<file path="src/rtl/axi_lite_master_bridge.sv">
// AXI-lite master bridge: turns a single-outstanding CPU memory request into
// one AXI-lite write (AW/W/B) or read (AR/R) transaction at a time.
module axi_lite_master_bridge #(
    parameter int DATA_WIDTH = 64,
    parameter int ADDR_WIDTH = 64
) (
    input  logic                    clk,
    input  logic                    rst,
    input  logic                    req_valid,
    output logic                    req_ready,
    input  logic                    req_wen,
    input  logic [ADDR_WIDTH-1:0]   req_addr,
    input  logic [DATA_WIDTH-1:0]   req_wdata,
    input  logic [DATA_WIDTH/8-1:0] req_wmask,
    output logic                    resp_valid,
    output logic [DATA_WIDTH-1:0]   resp_rdata,
    output logic                    resp_err,
    output logic [ADDR_WIDTH-1:0]   aw_addr,
    output logic                    aw_valid,
    input  logic                    aw_ready,
    output logic [DATA_WIDTH-1:0]   w_data,
    output logic [DATA_WIDTH/8-1:0] w_strb,
    output logic                    w_valid,
    input  logic                    w_ready,
    input  logic [1:0]              b_resp,
    input  logic                    b_valid,
    output logic                    b_ready,
    output logic [ADDR_WIDTH-1:0]   ar_addr,
    output logic                    ar_valid,
    input  logic                    ar_ready,
    input  logic [DATA_WIDTH-1:0]   r_data,
    input  logic [1:0]              r_resp,
    input  logic                    r_valid,
    output logic                    r_ready
);

    localparam int STRB_WIDTH = DATA_WIDTH / 8;

    typedef enum logic [2:0] {
        IDLE,
        WADDR,
        WRESP,
        RADDR,
        RDATA
    } state_t;

    state_t                  state;
    logic [ADDR_WIDTH-1:0]   addr_q;
    logic [DATA_WIDTH-1:0]   wdata_q;
    logic [STRB_WIDTH-1:0]   wmask_q;
    logic                    aw_done;
    logic                    w_done;
    logic                    aw_complete;
    logic                    w_complete;
    logic                    unused_resp_bits;

    // Only resp[1] distinguishes error from success for the CPU.
    assign unused_resp_bits = ^{b_resp[0], r_resp[0]};

    assign req_ready   = (state == IDLE);
    assign aw_addr     = addr_q;
    assign ar_addr     = addr_q;
    assign w_data      = wdata_q;
    assign w_strb      = wmask_q;
    assign aw_complete = aw_done | (aw_valid & aw_ready);
    assign w_complete  = w_done | (w_valid & w_ready);

    always_ff @(posedge clk or posedge rst) begin
        if (rst) begin
            state      <= IDLE;
            addr_q     <= '0;
            wdata_q    <= '0;
            wmask_q    <= '0;
            aw_done    <= 1'b0;
            w_done     <= 1'b0;
            aw_valid   <= 1'b0;
            w_valid    <= 1'b0;
            b_ready    <= 1'b0;
            ar_valid   <= 1'b0;
            r_ready    <= 1'b0;
            resp_valid <= 1'b0;
            resp_err   <= 1'b0;
            resp_rdata <= '0;
        end else begin
            resp_valid <= 1'b0;
            case (state)
                IDLE: begin
                    if (req_valid) begin
                        addr_q  <= req_addr;
                        wdata_q <= req_wdata;
                        wmask_q <= req_wmask;
                        aw_done <= 1'b0;
                        w_done  <= 1'b0;
                        if (req_wen) begin
                            state    <= WADDR;
                            aw_valid <= 1'b1;
                            w_valid  <= 1'b1;
                        end else begin
                            state    <= RADDR;
                            ar_valid <= 1'b1;
                        end
                    end
                end
                // AW and W finish independently; the done flags remember whichever came first.
                WADDR: begin
                    if (aw_valid && aw_ready) begin
                        aw_valid <= 1'b0;
                        aw_done  <= 1'b1;
                    end
                    if (w_valid && w_ready) begin
                        w_valid <= 1'b0;
                        w_done  <= 1'b1;
                    end
                    if (aw_complete && w_complete) begin
                        state   <= WRESP;
                        b_ready <= 1'b1;
                    end
                end
                WRESP: begin
                    if (b_valid) begin
                        b_ready    <= 1'b0;
                        resp_valid <= 1'b1;
                        resp_err   <= b_resp[1];
                        state      <= IDLE;
                    end
                end
                RADDR: begin
                    if (ar_ready) begin
                        ar_valid <= 1'b0;
                        r_ready  <= 1'b1;
                        state    <= RDATA;
                    end
                end
                RDATA: begin
                    if (r_valid) begin
                        r_ready    <= 1'b0;
                        resp_valid <= 1'b1;
                        resp_err   <= r_resp[1];
                        resp_rdata <= r_data;
                        state      <= IDLE;
                    end
                end
                default: state <= IDLE;
            endcase
        end
    end

endmodule

</file>
<file path="config.mk">
export PLATFORM = sky130hd
export DESIGN_NAME = axi_lite_master_bridge
export DESIGN_NICKNAME = d
export VERILOG_FILES = /design/src/rtl/axi_lite_master_bridge.sv
export SDC_FILE = /design/constraint.sdc
export NUM_CORES = 1
export LEC_CHECK = 0
export BUFFER_PORTS_ARGS = -buffer_cell sky130_fd_sc_hd__buf_2
export CAP_MARGIN = 20
export CORE_AREA = 2 2 186 188
export DETAILED_ROUTE_END_ITERATION = 12
export DIE_AREA = 0 0 188 190
export GPL_ROUTABILITY_DRIVEN = 0
export SETUP_SLACK_MARGIN = 0.3
export SLEW_MARGIN = 20
export SYNTH_ARGS = -nofsm -noshare
export SYNTH_HDL_FRONTEND = slang
export SYNTH_SLANG_ARGS = --single-unit
</file>
<file path="constraint.sdc">
create_clock -name clk -period 6.8 [get_ports clk]
set_clock_uncertainty 0.05 [all_clocks]
set_input_delay 0.34 -clock clk [delete_from_list [all_inputs] [get_ports clk]]
set_output_delay 0.34 -clock clk [all_outputs]
set_load 0.02 [all_outputs]
</file>
==> impl_metrics.csv <==
group,metric,value,unit
worst_setup_path,path_cells,"or4b_4 -> buf_4 -> buf_4 -> mux2_2",
floorplanning,initial_core_util,26.0,%
logic_synthesis,syn_area,0.00884,mm^2
worst_setup_path,crit_arrival,3.07,ns
cts,htreeDepth,1,
worst_setup_path,max_stage_delay,0.65,ns
sta,fin_crit,2.71,ns
power_and_ir_drop,p_int,4.06,mW
sta,max_freq,0.368,GHz
logic_synthesis,ys.warnings.count,0,
logic_synthesis,synth_cell_types,30,
power_and_ir_drop,swShare,39.3,%
sta,setup_violations,0,
power_and_ir_drop,p_leak,7.29,nW
floorplanning,ioPinCount,485,
worst_setup_path,cp-startpoint,"state[2]$_DFFE_PP0P_",
power_and_ir_drop,p_seq_share,33.5,%
worst_setup_path,crit_end,"w_data[19]$_DFFE_PP0P_",
worst_setup_path,crit_required,7.16,ns
logic_synthesis,synth_area_leader_cell,"dfrtp_1",
placement,dpl_cell_area,0.0112,mm^2
floorplanning,core,0.0339,mm^2
placement,io_buffers,482,
worst_setup_path,timing.rr.start,"state[2]$_DFFE_PP0P_",
cts,tritoncts,"done",
grt,grtUsageTotal,13.4,%
route,num_vias,6600,
worst_setup_path,cp_max_fo,59,
cts,cts.clk_slew.worst_paths,0.06,ns
cts,cts_setup_buffers,0,
floorplanning,die_w,188,um
floorplanning,fp.dieH,190,um
power_and_ir_drop,p_switching,2.63,mW
floorplanning,rows,68,
logic_synthesis,ys_ff_latch,212,
route,antenna_left,0,
floorplanning,dieArea,0.0357,mm^2
placement,hpwl,17200,um
logic_synthesis,yosys.area.top_type_share,60.0,%
sta,slew_headroom,40.2,%
power_and_ir_drop,p_clk_share,19.7,%
logic_synthesis,syn_inst,537,
sta,fin_crit_sh,39.9,%
grt,grt_pass1_wl,38400,um
grt,grt_max_degree,79,
finish,final_layout_size_suffix_gt1_share,62.2,%
finish,fin_area,0.0140,mm^2
cts,cts.sinks,212,
worst_setup_path,cp-start-kind,"flop",
cts,cts_resized,0,
logic_synthesis,synth_nets,750,
cts,numCtsBuffers,24,
worst_setup_path,path_depth,4,
logic_synthesis,ys.flop_type,"dfrtp_1",
route,drtIter0Drc,159,
grt,antenna_found_initial,0,
worst_setup_path,crit_family,"buffers and inverters",
finish,area_growth,58.1,%
cts,cts_root_buf,"clkbuf_16",
run_status,status,"finished, final reports clean",
route,viasPerCell,4.05,
cts,cts_buffer_depth,3,
finish,final_cell_mix,"482 x buf_2, 212 x dfrtp_1, 194 x dlygate4sd3_1",
hold_path,min_path_type,"in2reg",
worst_setup_path,worst_path_max_delay_cell,"buf_4",
worst_setup_path,endpoint_kind,"flop",
worst_setup_path,reg2reg_depth,4,
worst_setup_path,critical_path_buf_inv_count,2,
sta,fin_tns_setup,0,ns
logic_synthesis,synth_seq_area_share,60.0,%
logic_synthesis,ys_async_sr_fraction,100,%
sta,grt_setup_unrepaired,"no",
power_and_ir_drop,power.density,479,mW/mm^2
route,drt_wl_total,25100,um
power_and_ir_drop,p_comb_share,46.9,%
logic_synthesis,synth_edf_count,0,
worst_setup_path,crit_type,"reg2reg",
finish,num_antenna_cells,0,
power_and_ir_drop,peakVddDrop,271,uV
logic_synthesis,synth_area_leaders,"dfrtp_1 60%, mux2_4 16%, mux2_2 13%",
sta,hold_violations,0,
worst_setup_path,cp_common_cell,"buf_4",
route,drt_pass1_iterations,4,
finish,fin_nets,1369,
sta,finalMaxSlewViolations,0,
route,post_drt_wl_per_cell,15.4,um
worst_setup_path,timing.rr.end,"w_data[19]$_DFFE_PP0P_",
cts,clock_latency,0.52,ns
job,maxCapViolCount,0,
route,drcViolationCount,0,
grt,grt-ovfl-total,0,
worst_setup_path,r2r_slack,4.09,ns
logic_synthesis,syn_area_per_cell,16.5,um^2
grt,grt_pass1_vias,7012,
sta,tightest_slew,0.897,ns
finish,final_common_cell,"buf_2",
worst min-delay path by stage:
stage          depth (start not counted)  slack (ns)                          to                 from
5_1_grt                                2        0.01     ar_addr[10]$_DFFE_PP0P_         req_addr[10]
4_1_cts                                2       0.004          w_done$_DFFE_PP0P_              w_ready
3_3_place_gp                           2        0.41   resp_rdata[1]$_DFFE_PP0P_                  rst
3_5_place_dp                           2        0.41  resp_rdata[27]$_DFFE_PP0P_                  rst
2_1_floorplan                          1        0.42         aw_done$_DFFE_PP0P_  aw_done$_DFFE_PP0P_
6_report                               2        0.04      w_data[63]$_DFFE_PP0P_        req_wdata[63]
area by class of cell:
class                           count  area [um^2]
Clock buffer                       37          731
Clock inverter                      6         82.6
Fill cell                        3104        20000
Inverter                            1         11.3
Multi-Input combinational cell    235         2880
Sequential cell                   212         5310
Tap cell                          455          569
Timing Repair Buffer              682         4400
timing repair:
item | CTS | global route
hold endpoints to repair | 270 | 0
hold buffers | 194 | 0
setup endpoints to repair | 0 | 0
synth_stat cells (2+ instances only):
cell       number
o22a_1          2
a22o_1          2
buf_2          10
nand4bb_1       2
a32o_1          2
a21oi_1         2
o21ai_0         4
nor3b_1         2
nand2_1         6
buf_6          10
mux2_4         97
buf_4          64
clkbuf_1        3
mux2_2        104
dfrtp_1       212
layer usage:
layer  track usage, %  vias up  routed length [um]
met1             15.8     3221               10000
met5                0        -                   0
met4             3.94        0                 651
li1                 -     3047                   -
met3             4.10       42                1870
met2             23.6      290               12600
worst register-to-register path, cell delays in order (launching register included):
cell,delay (ns)
dfrtp_1,0.54
or4b_4,0.20
buf_4,0.62
buf_4,0.75
mux2_2,0.43
logic make-up after synthesis:
group / after synthesis / synth area share, %
AOI/OAI and AO/OA: 15 / 1.22
and+or+nand+nor: 19 / 1.39
buffers and inverters: 90 / 7.66
DFF: 212 / 60.0
muxes: 201 / 29.7
per-stage QoR:
step           power (mW)  setup slack (ns)  cells  utilization [%]  hold WS [ns]
6_report             6.69              4.09   1628             41.2        0.0443
5_1_grt              7.04              3.96   1628             41.2        0.0101
4_1_cts              6.75              4.12   1628             41.2       0.00438
3_5_place_dp         5.29              4.12   1391             33.1         0.410
3_3_place_gp         5.25              4.13   1391             33.1         0.407
2_1_floorplan        4.50             0.616    537                -         0.417
power groups by stage:
stage               clock (mW)  combinational [mW]  sequential (mW)
floorplan                    0                1.60             2.90
global placement             0                3.03             2.22
detailed placement           0                3.05             2.24
CTS                       1.37                3.15             2.23
global route              1.42                3.30             2.31
finish                    1.31                3.14             2.24
sequential cells by signal, summed over array words and instances, names as in the netlist, 3 cells and up:
| name | count |
|---|---|
| w_data | 64 |
| state | 3 |
| resp_rdata | 64 |
| ar_addr | 64 |
| w_strb | 8 |
Note: power is estimated with default switching activity, not from simulation.
